===== src/rtl/axi4lite_slave_pkg.sv =====
// Purpose : shared constants and FSM state types for the AXI4-Lite register slave.
// Latency : n/a (package only).
// Backpr. : n/a (package only).
package axi4lite_slave_pkg;

  localparam logic [1:0] RESP_OKAY   = 2'b00;
  localparam logic [1:0] RESP_SLVERR = 2'b10;

  localparam int NUM_REGS    = 16;
  localparam int REG_COUNTER = 0;
  localparam int IDX_W       = $clog2(NUM_REGS);

  typedef enum logic {
    WR_IDLE,
    WR_RESP
  } wr_state_t;

  typedef enum logic {
    RD_IDLE,
    RD_RESP
  } rd_state_t;

endpackage


===== src/rtl/axi4lite_slave_regfile.sv =====
// Purpose : 16-word register storage; word 0 is a count of successful writes.
// Latency : write takes effect on the edge wr_en is sampled; read port is combinational.
// Backpr. : none, the write port is always accepted.
// Ports   : clk/rst_n; wr_en, wr_idx, wr_data write port; rd_idx -> rd_data read port;
//           count mirrors word 0.
module axi4lite_slave_regfile
  import axi4lite_slave_pkg::*;
#(
  parameter int DW = 32
) (
  input  logic             clk,
  input  logic             rst_n,
  input  logic             wr_en,
  input  logic [IDX_W-1:0] wr_idx,
  input  logic [DW-1:0]    wr_data,
  input  logic [IDX_W-1:0] rd_idx,
  output logic [DW-1:0]    rd_data,
  output logic [DW-1:0]    count
);

  logic [DW-1:0] mem [NUM_REGS];

  // Word 0 doubles as the counter, so its reset value of 2*0 = 0 is the
  // counter's reset value too. A write aimed at word 0 is rejected: nothing
  // is stored and the count does not move.
  always_ff @(posedge clk or negedge rst_n) begin
    if (!rst_n) begin
      for (int i = 0; i < NUM_REGS; i++) begin
        mem[i] <= DW'(2 * i);
      end
    end else if (wr_en && (wr_idx != IDX_W'(REG_COUNTER))) begin
      mem[wr_idx]      <= wr_data;
      mem[REG_COUNTER] <= mem[REG_COUNTER] + DW'(1);
    end
  end

  assign rd_data = mem[rd_idx];
  assign count   = mem[REG_COUNTER];

endmodule


===== src/rtl/axi4lite_slave_regs.sv =====
// Purpose : AXI4-Lite slave front end for a 16-word register file with write counter.
// Latency : write commits and raises s_bvalid one edge after the later of AW/W; read data valid one edge after AR.
// Backpr. : s_bready low holds WR_RESP and blocks AW/W; s_rready low holds RD_RESP and blocks AR.
// Ports   : s_aclk/s_aresetn; AW, W, B, AR, R AXI4-Lite channels (prot ignored, no strobes);
//           wr_count mirrors register 0.
module axi4lite_slave_regs
  import axi4lite_slave_pkg::*;
#(
  parameter int C_S_AXI_DATA_WIDTH = 32,
  parameter int C_S_AXI_ADDR_WIDTH = 6
) (
  input  logic                          s_aclk,
  input  logic                          s_aresetn,
  input  logic [C_S_AXI_ADDR_WIDTH-1:0] s_awaddr,
  input  logic [2:0]                    s_awprot,
  input  logic                          s_awvalid,
  output logic                          s_awready,
  input  logic [C_S_AXI_DATA_WIDTH-1:0] s_wdata,
  input  logic                          s_wvalid,
  output logic                          s_wready,
  output logic [1:0]                    s_bresp,
  output logic                          s_bvalid,
  input  logic                          s_bready,
  input  logic [C_S_AXI_ADDR_WIDTH-1:0] s_araddr,
  input  logic [2:0]                    s_arprot,
  input  logic                          s_arvalid,
  output logic                          s_arready,
  output logic [C_S_AXI_DATA_WIDTH-1:0] s_rdata,
  output logic [1:0]                    s_rresp,
  output logic                          s_rvalid,
  input  logic                          s_rready,
  output logic [C_S_AXI_DATA_WIDTH-1:0] wr_count
);

  localparam int DW = C_S_AXI_DATA_WIDTH;

  // Keeps the ready outputs low while in reset and for the first edge after it.
  logic rdy_q;

  logic             aw_held;
  logic             w_held;
  logic [IDX_W-1:0] aw_idx_q;
  logic [DW-1:0]    wdata_q;

  wr_state_t wr_state, wr_next;
  rd_state_t rd_state, rd_next;

  logic          wr_commit;
  logic          aw_hs, w_hs, b_hs, ar_hs, r_hs;
  logic [DW-1:0] rd_word;

  // Protection bits and the byte offset within a word carry no meaning here.
  logic unused_inputs;
  assign unused_inputs = ^{s_awprot, s_arprot, s_awaddr[1:0], s_araddr[1:0]};

  assign aw_hs = s_awvalid & s_awready;
  assign w_hs  = s_wvalid  & s_wready;
  assign b_hs  = s_bvalid  & s_bready;
  assign ar_hs = s_arvalid & s_arready;
  assign r_hs  = s_rvalid  & s_rready;

  always_ff @(posedge s_aclk or negedge s_aresetn) begin
    if (!s_aresetn) rdy_q <= 1'b0;
    else            rdy_q <= 1'b1;
  end

  // ---------------- write FSM ----------------
  always_ff @(posedge s_aclk or negedge s_aresetn) begin
    if (!s_aresetn) wr_state <= WR_IDLE;
    else            wr_state <= wr_next;
  end

  always_comb begin
    wr_next   = wr_state;
    s_awready = 1'b0;
    s_wready  = 1'b0;
    wr_commit = 1'b0;
    case (wr_state)
      WR_IDLE: begin
        s_awready = rdy_q & ~aw_held;
        s_wready  = rdy_q & ~w_held;
        if (aw_held && w_held) begin
          wr_commit = 1'b1;
          wr_next   = WR_RESP;
        end
      end
      WR_RESP: begin
        if (s_bvalid && s_bready) wr_next = WR_IDLE;
      end
      default: wr_next = WR_IDLE;
    endcase
  end

  // AW and W land in their own holding registers in whichever order they
  // arrive; the commit waits until both are present.
  always_ff @(posedge s_aclk or negedge s_aresetn) begin
    if (!s_aresetn) begin
      aw_held  <= 1'b0;
      w_held   <= 1'b0;
      aw_idx_q <= '0;
      wdata_q  <= '0;
    end else if (b_hs) begin
      aw_held <= 1'b0;
      w_held  <= 1'b0;
    end else begin
      if (aw_hs) begin
        aw_held  <= 1'b1;
        aw_idx_q <= s_awaddr[5:2];
      end
      if (w_hs) begin
        w_held  <= 1'b1;
        wdata_q <= s_wdata;
      end
    end
  end

  always_ff @(posedge s_aclk or negedge s_aresetn) begin
    if (!s_aresetn) begin
      s_bvalid <= 1'b0;
      s_bresp  <= RESP_OKAY;
    end else if (wr_commit) begin
      s_bvalid <= 1'b1;
      s_bresp  <= (aw_idx_q == IDX_W'(REG_COUNTER)) ? RESP_SLVERR : RESP_OKAY;
    end else if (b_hs) begin
      s_bvalid <= 1'b0;
    end
  end

  // ---------------- read FSM ----------------
  always_ff @(posedge s_aclk or negedge s_aresetn) begin
    if (!s_aresetn) rd_state <= RD_IDLE;
    else            rd_state <= rd_next;
  end

  always_comb begin
    rd_next   = rd_state;
    s_arready = 1'b0;
    case (rd_state)
      RD_IDLE: begin
        s_arready = rdy_q;
        if (rdy_q && s_arvalid) rd_next = RD_RESP;
      end
      RD_RESP: begin
        if (s_rvalid && s_rready) rd_next = RD_IDLE;
      end
      default: rd_next = RD_IDLE;
    endcase
  end

  // The storage is sampled on the AR edge before any same-edge commit lands,
  // so a colliding read returns the pre-write value.
  always_ff @(posedge s_aclk or negedge s_aresetn) begin
    if (!s_aresetn) begin
      s_rvalid <= 1'b0;
      s_rdata  <= '0;
      s_rresp  <= RESP_OKAY;
    end else if (ar_hs) begin
      s_rvalid <= 1'b1;
      s_rdata  <= rd_word;
      s_rresp  <= RESP_OKAY;
    end else if (r_hs) begin
      s_rvalid <= 1'b0;
    end
  end

  axi4lite_slave_regfile #(
    .DW(DW)
  ) u_regfile (
    .clk     (s_aclk),
    .rst_n   (s_aresetn),
    .wr_en   (wr_commit),
    .wr_idx  (aw_idx_q),
    .wr_data (wdata_q),
    .rd_idx  (s_araddr[5:2]),
    .rd_data (rd_word),
    .count   (wr_count)
  );

endmodule


===== config.mk =====
export PLATFORM = sky130hd
export DESIGN_NAME = axi4lite_slave_regs
export DESIGN_NICKNAME = d
export VERILOG_FILES = /design/src/rtl/axi4lite_slave_pkg.sv /design/src/rtl/axi4lite_slave_regfile.sv /design/src/rtl/axi4lite_slave_regs.sv
export SDC_FILE = /design/constraint.sdc
export NUM_CORES = 1
export LEC_CHECK = 0
export CORE_ASPECT_RATIO = 1.2
export CORE_UTILIZATION = 59
export DETAILED_ROUTE_END_ITERATION = 16
export PLACE_DENSITY = 0.78
export SLEW_MARGIN = 20
export SYNTH_ARGS = -nofsm -noshare
export SYNTH_HDL_FRONTEND = slang
export SYNTH_SLANG_ARGS = --single-unit
export TNS_END_PERCENT = 100

===== constraint.sdc =====
create_clock -name s_aclk -period 3.1 [get_ports s_aclk]
set_input_delay 0.465 -clock s_aclk [delete_from_list [all_inputs] [get_ports s_aclk]]
set_output_delay 0.465 -clock s_aclk [all_outputs]
set_load 0.005 [all_outputs]

Word level (Yosys, flattened, before mapping) --
Cells that the tools add are included.
Operators by class: multiply operators 0, shift-type cells 0, add/sub/neg operators 1, order comparisons 3, reductions and logical operators 14, bitwise logic cells 14, equality and inequality tests 0, div/mod/pow operators 0, muxes and demuxes 25
Operators with widths (count):
- 512-bit bitwise mux | 1
- 32-bit binary-select mux with 4-bit select | 1
- 32-bit demux with 4-bit select | 1
- 32-bit 2-to-1 mux | 3
- 32-bit by 1-bit adder with 32-bit output (second input constant) | 1
- 1-bit 2-to-1 mux | 16
- 5-bit greater-or-equal comparator (second input constant) | 2
- 4-bit NOT with 5-bit output | 2
- 2-bit nonzero test | 4
- 1-bit AND | 7
- 1-bit logical AND | 6
- 5-bit by 1-bit < comparator with 1-bit output (second input constant) | 1
- 1-bit NOT | 5
- 4-bit logical NOT | 1
- 1-bit one-hot mux with 2 select lines | 2
- 2-bit AND reduction | 2
- 4-bit nonzero test | 1
- 2-bit 2-to-1 mux | 1
Storage, ports and cells: RAM bits 0, ROM bits 0, input port bits 57, memories kept 0, register bits 589, bits in latches 0, output and inout bits 73

Depth between registers and ports, before layout --
depth in word-level cells 6, mapped depth 7, depth with buffers taken out 5

Modules after synthesis --
From an unflattened synthesis, not the netlist that was laid out.
Unflattened totals: cells, all modules 1687, area total of the unflattened synthesis 26420.3 µm²
By module, submodules not included:
- axi4lite_slave_regfile | area an instance 23415.0 µm², cells an instance 1507, times used 1, seq. area each 12852.3 µm²
- axi4lite_slave_regs | area an instance 3005.4 µm², cells an instance 180, times used 1, seq. area each 1901.8 µm²

Least setup slack after synthesis --
Ideal clock, no wire load.
path type input-to-reg, from input port s_araddr[2], to register s_rdata[30], data required time 2.976 ns, cell stages on the path 6, library setup time 0.124 ns, arrival 1.796 ns, setup slack 1.180 ns, path through buf_2 > buf_2 > mux4_2 > mux2i_1 > nor2_1 > a211o_1
On the way: cells in the longest elaborated chain, start to end 4
Ends and longest elaborated chain:
- start: declaration | RTL line axi4lite_slave_regs.sv:24 | input logic [C_S_AXI_ADDR_WIDTH-1:0] s_araddr,
- 4-bit NOT with 5-bit output (not written as such) | RTL line axi4lite_slave_regfile.sv:37 | assign rd_data = mem[rd_idx];
- 32-bit binary-select mux with 4-bit select | RTL line axi4lite_slave_regfile.sv:37
- 32-bit 2-to-1 mux (not written as such) (2 in a row) | RTL line axi4lite_slave_regfile.sv:37
- end signal: assignment | RTL line axi4lite_slave_regs.sv:159 | s_rdata <= rd_word;
- end: declaration | RTL line axi4lite_slave_regs.sv:28 | output logic [C_S_AXI_DATA_WIDTH-1:0] s_rdata,
Every way passes these cells. The select of a mux whose other input is x is not followed. A chain may end at the register's enable or synchronous reset.

Worst setup path after layout --
from register wr_state, to register u_regfile.mem[17] (netlist name)
On the way: cells in the longest elaborated chain, start to end 2
Ends and longest elaborated chain:
- start: declaration | RTL line axi4lite_slave_regs.sv:45 | wr_state_t wr_state, wr_next;
- start signal: assignment | RTL line axi4lite_slave_regs.sv:70 | else wr_state <= wr_next;
- 1-bit 2-to-1 mux | RTL line axi4lite_slave_regs.sv:78 | case (wr_state)
- 1-bit logical AND | RTL line axi4lite_slave_regfile.sv:31 | end else if (wr_en && (wr_idx != IDX_W'(REG_COUNTER))) begin
- end signal: indexed assignment | RTL line axi4lite_slave_regfile.sv:29 | mem[i] <= DW'(2 * i);
- end signal: indexed assignment | RTL line axi4lite_slave_regfile.sv:32 | mem[wr_idx] <= wr_data;
- end signal: indexed assignment | RTL line axi4lite_slave_regfile.sv:33 | mem[REG_COUNTER] <= mem[REG_COUNTER] + DW'(1);
- end: declaration | RTL line axi4lite_slave_regfile.sv:21 | logic [DW-1:0] mem [NUM_REGS];
Every way passes these cells.

==> impl_results.md <==
- Max Cap Viol: 0
- Number of synthesized flops with an enable pin: 0
- Most common cell after layout, fill and taps aside: dfrtp_1
- Total Routing Usage GR: around 29%
- Hold Slack: ~430 ps
- 1st-iter DRT viols: 859
- Crit Path Max Fanout: 21
- Seq/Total Area, Yosys: between 50% and 60%
- Drt wl/cell: between 20 and 30 um
- TritonCTS clock tree: done
- Async SR Flop Fraction: 100%
- Max Clock Skew: 16.9 ps
- Final min period: roughly 2500 ps
- Die area: between 40,000 and 50,000 um^2
- Initial Utilization: roughly three fifths
- N_diodes: 0
- Worst hold path class: input pin to async pin
- Io pins: 130
- Root Buffer Master: clkbuf_16
- CTS Buf Count: between 50 and 60
- Post-DP HPWL: between 30,000 and 40,000 um
- Unrepaired setup endpoints after global routing: false
- Period Utilization, post-route: between 70% and 80%
- First-pass detailed-route iteration total: 5
- Post-CTS setup buffer count: 0
- Cell row count: 84
- Die height: roughly 230 um
- Vias/cell: between 6 and 7
- Antenna-violating nets left: 0
- First-pass GRT wire length: 100,000 um
- Finish-stage setup viols: 0
- Distinct cells, synth: 42
- Detailed-route via count: roughly 16,000
- Share of layout cells above drive strength 1: 41.0%
- Core area: between 40,000 and 50,000 um^2
- CTS Sinks: roughly 590
- Cts repair resizes: 0
- Worst-margin pin slew: around 750 ps
- Remaining DRCs: 0
- I/O Buffers: 116
- Cell area power density: 817 nW/um^2
- Critical Path RT: around 3600 ps
- Mapped Cells: approximately 1,800
- H-Tree Depth: 2
- Synth warn: 0
- FMAX: 404 MHz
- Status: finished clean
- Tot Pwr: around 25 mW
- Most frequent cells in the layout: dfrtp_1 (556), mux2_2 (497), mux2i_1 (154), clkdlybuf4s50_1 (112), mux4_2 (68)
- Filler cell count: about 3,100
- CP peak stage delay: roughly 540 ps
- Routability Congestion: approximately 0.81
- Ys flop type: dfrtp_1
- Setup Crit Path Kind: flop to flop
- Global route overflow: 0
- CTS clock-pin slew for the worst setup and hold paths: 60 ps
- Worst ir drop on vdd: around 0.55 mV
- Syn avg cell area: about 15 um^2
- Vias in the first global route: between 15,000 and 20,000
- Leakage: 14.3 nW
- Initial antenna violation count: 0
- CP arrival: 2970 ps
- Final hold viol count: 0
- Largest net degree at the start of global routing: 99
- Slew headroom: about half
- Clk Latency, worst-skew pair: between 600 and 700 ps
- Worst-path cell chain: and3b_1 > and3_1 > nand3_2 > buf_12 > mux2_2
- Setup_tns: 0 ps
- Slew Limit Fails: 0
- CP Launch Type: flop
- Overall routed net length: about 65,000 um
- CP max stage cell: nand3_2
- Final net count: around 1,900
- P&R area growth vs syn: 14.0%
- Die width: approximately 200 um
- Seq cells post-synth: ~590
- Crit path capture type: flop
- Clk buf depth: 3
- Netlist Area Pre-Place: roughly 26,000 um^2
[cells in the mapped netlist (20+ instances only)]
library cell / count / share of area (%)
dfstp_2: 32 / 3.2
xor2_1: 21 / 0.70
mux2i_1: 154 / 5.8
buf_2: 69 / 1.3
a22oi_1: 60 / 1.7
o21ai_0: 34 / 0.64
mux2_1: 20 / 0.85
mux2_2: 497 / 21
clkbuf_1: 59 / 0.84
mux4_2: 68 / 5.8
nand2_1: 29 / 0.41
a221oi_1: 30 / 0.99
dfrtp_1: 556 / 53
buf_4: 38 / 1.1
[sequential cells by signal (all words and copies together) (netlist names)]
register,count
w_held,1
u_regfile.mem,480
u_regfile.count,32
aw_idx_q,4
s_rvalid,1
wr_state,1
s_rdata,32
wdata_q,32
s_bresp,1
rdy_q,1
rd_state,1
aw_held,1
s_bvalid,1
[what timing repair did]
action	4_1_cts	5_1_grt
hold endpoints to repair	50	0
endpoints found under the setup margin	0	0
hold buffers	1	0
[worst paths after layout]
kind	startpoint	end	slack [ps]	cells past startpoint
hold reg to reg	u_regfile.mem[477]	u_regfile.mem[477]	490	1
min in group s_aclk	s_wdata[20]	wdata_q[20]	460	2
max in group asynchronous	s_aresetn	wdata_q[23]	1620	3
hold / removal	s_aresetn	wdata_q[7]	430	2
setup reg to reg	wr_state	u_regfile.mem[17]	630	5
setup / recovery	wr_state	u_regfile.mem[17]	630	5
[layout make-up]
cell class                      instances  area, um^2  area share (%)
Tap cell                              559         699            2.32
Clock buffer                           92        1760            5.84
Multi-Input combinational cell       1016       10900            36.0
Timing Repair Buffer                  182        1890            6.27
Sequential cell                       588       14800            49.0
Clock inverter                         15         140           0.465
Inverter                                9        33.8           0.112
[worst max-delay path, delay by kind of cell, from the launching register on]
kind | cells | cell delay (ps)
buf+inv | 1 | 410
flops | 1 | 400
mux | 1 | 290
simple gates | 3 | 1240
[cell families (layout without fill, tap and decap cells)]
logic type	count (synthesis)	count (layout)	synth area share, %
AND/OR/NAND/NOR	115	115	2.50
flip-flops	588	588	55.8
adder cells (fa/ha/maj)	1	1	0.0473
other	2	4	0.0284
multiplexers	739	739	33.7
buffers and inverters	185	298	3.49
XOR/XNOR	31	31	1.03
AO/OA/AOI/OAI	126	126	3.41
[stage by stage]
step | util (%) | worst slack, ps | instance area, um^2 | std cells
6_report | 68.4 | 626 | 30100 | 2461
5_1_grt | 68.4 | 540 | 30100 | 2461
4_1_cts | 68.4 | 627 | 30100 | 2461
3_5_place_dp | 64.1 | 519 | 28200 | 2353
3_3_place_gp | 64.1 | 581 | 28200 | 2353
2_1_floorplan | - | 1180 | 26400 | 1789
[power breakdown]
group	internal (mW)	switching, mW	total [mW]	leakage, nW
combinational	3.23	1.87	5.09	5.56
clock	4.04	2.93	6.97	0.946
sequential	10.3	2.28	12.5	7.84
[metal layers]
metal,up-vias,share of wire [%],global-route usage [%]
li1,6684,-,-
met1,8397,41,37.7
met2,381,52,51.3
met3,132,3.9,3.73
met4,0,3.2,11.1
met5,-,0,0
Note: power is estimated with default switching activity, not from simulation.
==> edit (same flow settings) <==
Set the parameter `C_S_AXI_DATA_WIDTH` to 48 (it was 32).
--- a/src/rtl/axi4lite_slave_regs.sv
+++ b/src/rtl/axi4lite_slave_regs.sv
@@ -6,7 +6,7 @@
 module axi4lite_slave_regs
   import axi4lite_slave_pkg::*;
 #(
-  parameter int C_S_AXI_DATA_WIDTH = 32,
+  parameter int C_S_AXI_DATA_WIDTH = 48,
   parameter int C_S_AXI_ADDR_WIDTH = 6
 ) (
   input  logic                          s_aclk,
Interface: changed (resized s_rdata, s_wdata and wr_count); port bits go from 130 to 178. No check against the original RTL was run, so the function may have changed too.
==> edit against the original RTL <==
Synthesized area is 49% higher. Critical path depth is 3 lower. Final area is 49% higher. Wire length is 49% higher. Sequential cell count is 288 higher. Total power is 51% higher. First-iteration DRC count is 92% higher. Utilization is 0.055 points lower. Setup slack worse by 0.14 ns. Register-to-register slack worse by 0.03 ns. Critical path type is now register to primary output. Critical endpoint is now s_arready. Largest cell class unchanged. Highest routed layer unchanged.
==> edit: results (changes against the original RTL) <==
status: finished, final reports clean
crit path max fanout: 3 (-86%)
multi-input logic area: 16150 um^2 (+49%)
Total Routing Usage GR: 0.2949 (+0.001133)
Final Skew: 0.01749 ns (+0.0005663 ns)
min-delay worst type: input pin to register
Starting Density: 0.5981 (-0.001955)
ClkCell Share: 0.06447 (+0.001438)
first-pass GRT wire length: 149500 um (+49%)
WP data arrival: 2.15 ns (-0.82 ns)
non-clk buf share: 0.06369 (+0.001034)
CLK BUF: 131 (+42%)
invs w/o clock: 8 (-1)
ratio of cells with drive above 1 in the final layout: 0.4857 (+0.07565)
Final GP Congestion: 0.8149 (+0.51%)
R2R depth: 4 (-1)
multi-input gates: 1371 (+35%)
Max stage delay on crit path: 0.58 ns (+0.04 ns)
synthesis-stage register bit count: 876 (+49%)
Warnings, synthesis: 0 (unchanged)
Detailed Place HPWL: 57570 um (+46%)
TritonCTS buffer count: 86 (+51%)
Sw Ratio: 0.2776 (-0.01017)
htree depth: 3 (+1)
Non-clk bufs: 255 (+40%)
Synth cell types: 43 (+2.4%)
Buffers on Ports: 164 (+41%)
max FFs per register: 720 (+50%)
Synth top cells by count: dfrtp_1, mux2_2, mux4_2
Placement Setup Slack: 0.6315 ns (+0.1129 ns)
synth top area cells: dfrtp_1, mux2_2, mux4_2
Async S/R FF share, synth: 1.000 (unchanged)
post-CTS sizing: 0 (unchanged)
Fillers: 4352 (+42%)
Reg with most FFs: u_regfile.mem
largest net degree at the start of global routing: 97 (-2.0%)
worst relative slew slack: 0.2710 (-0.2290)
Seq/Total Area, Yosys: 0.5575 (-0.0007820)
DRT Pass-1 Iters: 5 (unchanged)
leakage dissipation: 21.02 nW (+47%)
Iteration-0 DRC Markers: 1647 (+92%)
Vias/cell: 6.290 (-0.74%)
CP max-delay cell: clkdlybuf4s50_1
maximum VDD drop: 476.2 uV (-14%)
clock root cell: clkbuf_16
Final nets: 2672 (+40%)
routed len/inst: 27.14 um (+3.4%)
register area: 21960 um^2 (+49%)
vias in the first global route: 24900 (+47%)
Top Family by Delay on Critical Path: buffers and inverters
hold-fix buffers at CTS: 1 (unchanged)
## edit: stage by stage
stage               std cells    util  cell area [um^2]
floorplan                2508       -             39400
detailed placement       3401  0.6394             42110
finish                   3558  0.6837             45020
global placement         3401  0.6394             42110
global route             3558  0.6837             45020
CTS                      3558  0.6837             45020
## edit: metal layers
metal / track usage / wire length [um] / vias to the layer above
li1: - / - / 9394
met1: 0.3862 / 38660 / 12180
met2: 0.5025 / 49720 / 629
met3: 0.04492 / 4916 / 180
met4: 0.1069 / 3253 / 0
met5: 0 / 0 / -
## edit: path summary, 6_finish.rpt
check | start | endpoint | slack [ns]
worst min register to register | u_regfile.mem[509] | u_regfile.mem[509] | 0.49
min in group asynchronous | s_aresetn | u_regfile.mem[188] | 0.50
worst min-delay path | s_araddr[2] | s_rdata[10] | 0.40
worst max register to register | aw_idx_q[1] | u_regfile.mem[311] | 0.60
worst max-delay path | rdy_q | s_arready | 0.48
max in group asynchronous | s_aresetn | u_regfile.mem[81] | 1.59
## edit: power by group through the flow
stage	registers, mW	clock network (mW)	logic (mW)
2_1_floorplan	17.0	0	6.43
4_1_cts	18.6	10.9	7.95
6_report	18.6	10.7	7.86
3_5_place_dp	18.7	0	7.91
5_1_grt	19.2	11.4	8.45
3_3_place_gp	18.2	0	7.51
## edit: kinds of logic after synthesis
group | share of synthesized area
buffers and inverters | 0.03507
other | 0.0001907
AND/OR/NAND/NOR | 0.02509
multiplexers | 0.3567
flip-flops | 0.5575
AO/OA/AOI/OAI | 0.01467
XOR/XNOR | 0.01045
adder cells (fa/ha/maj) | 0.0003176
## edit: worst reg2reg max path: stages, from the launching register on
cell and delay [ns]:
dfrtp_1 0.76, nor2b_1 0.21, nand2_2 0.10, buf_4 0.83, mux2_2 0.47
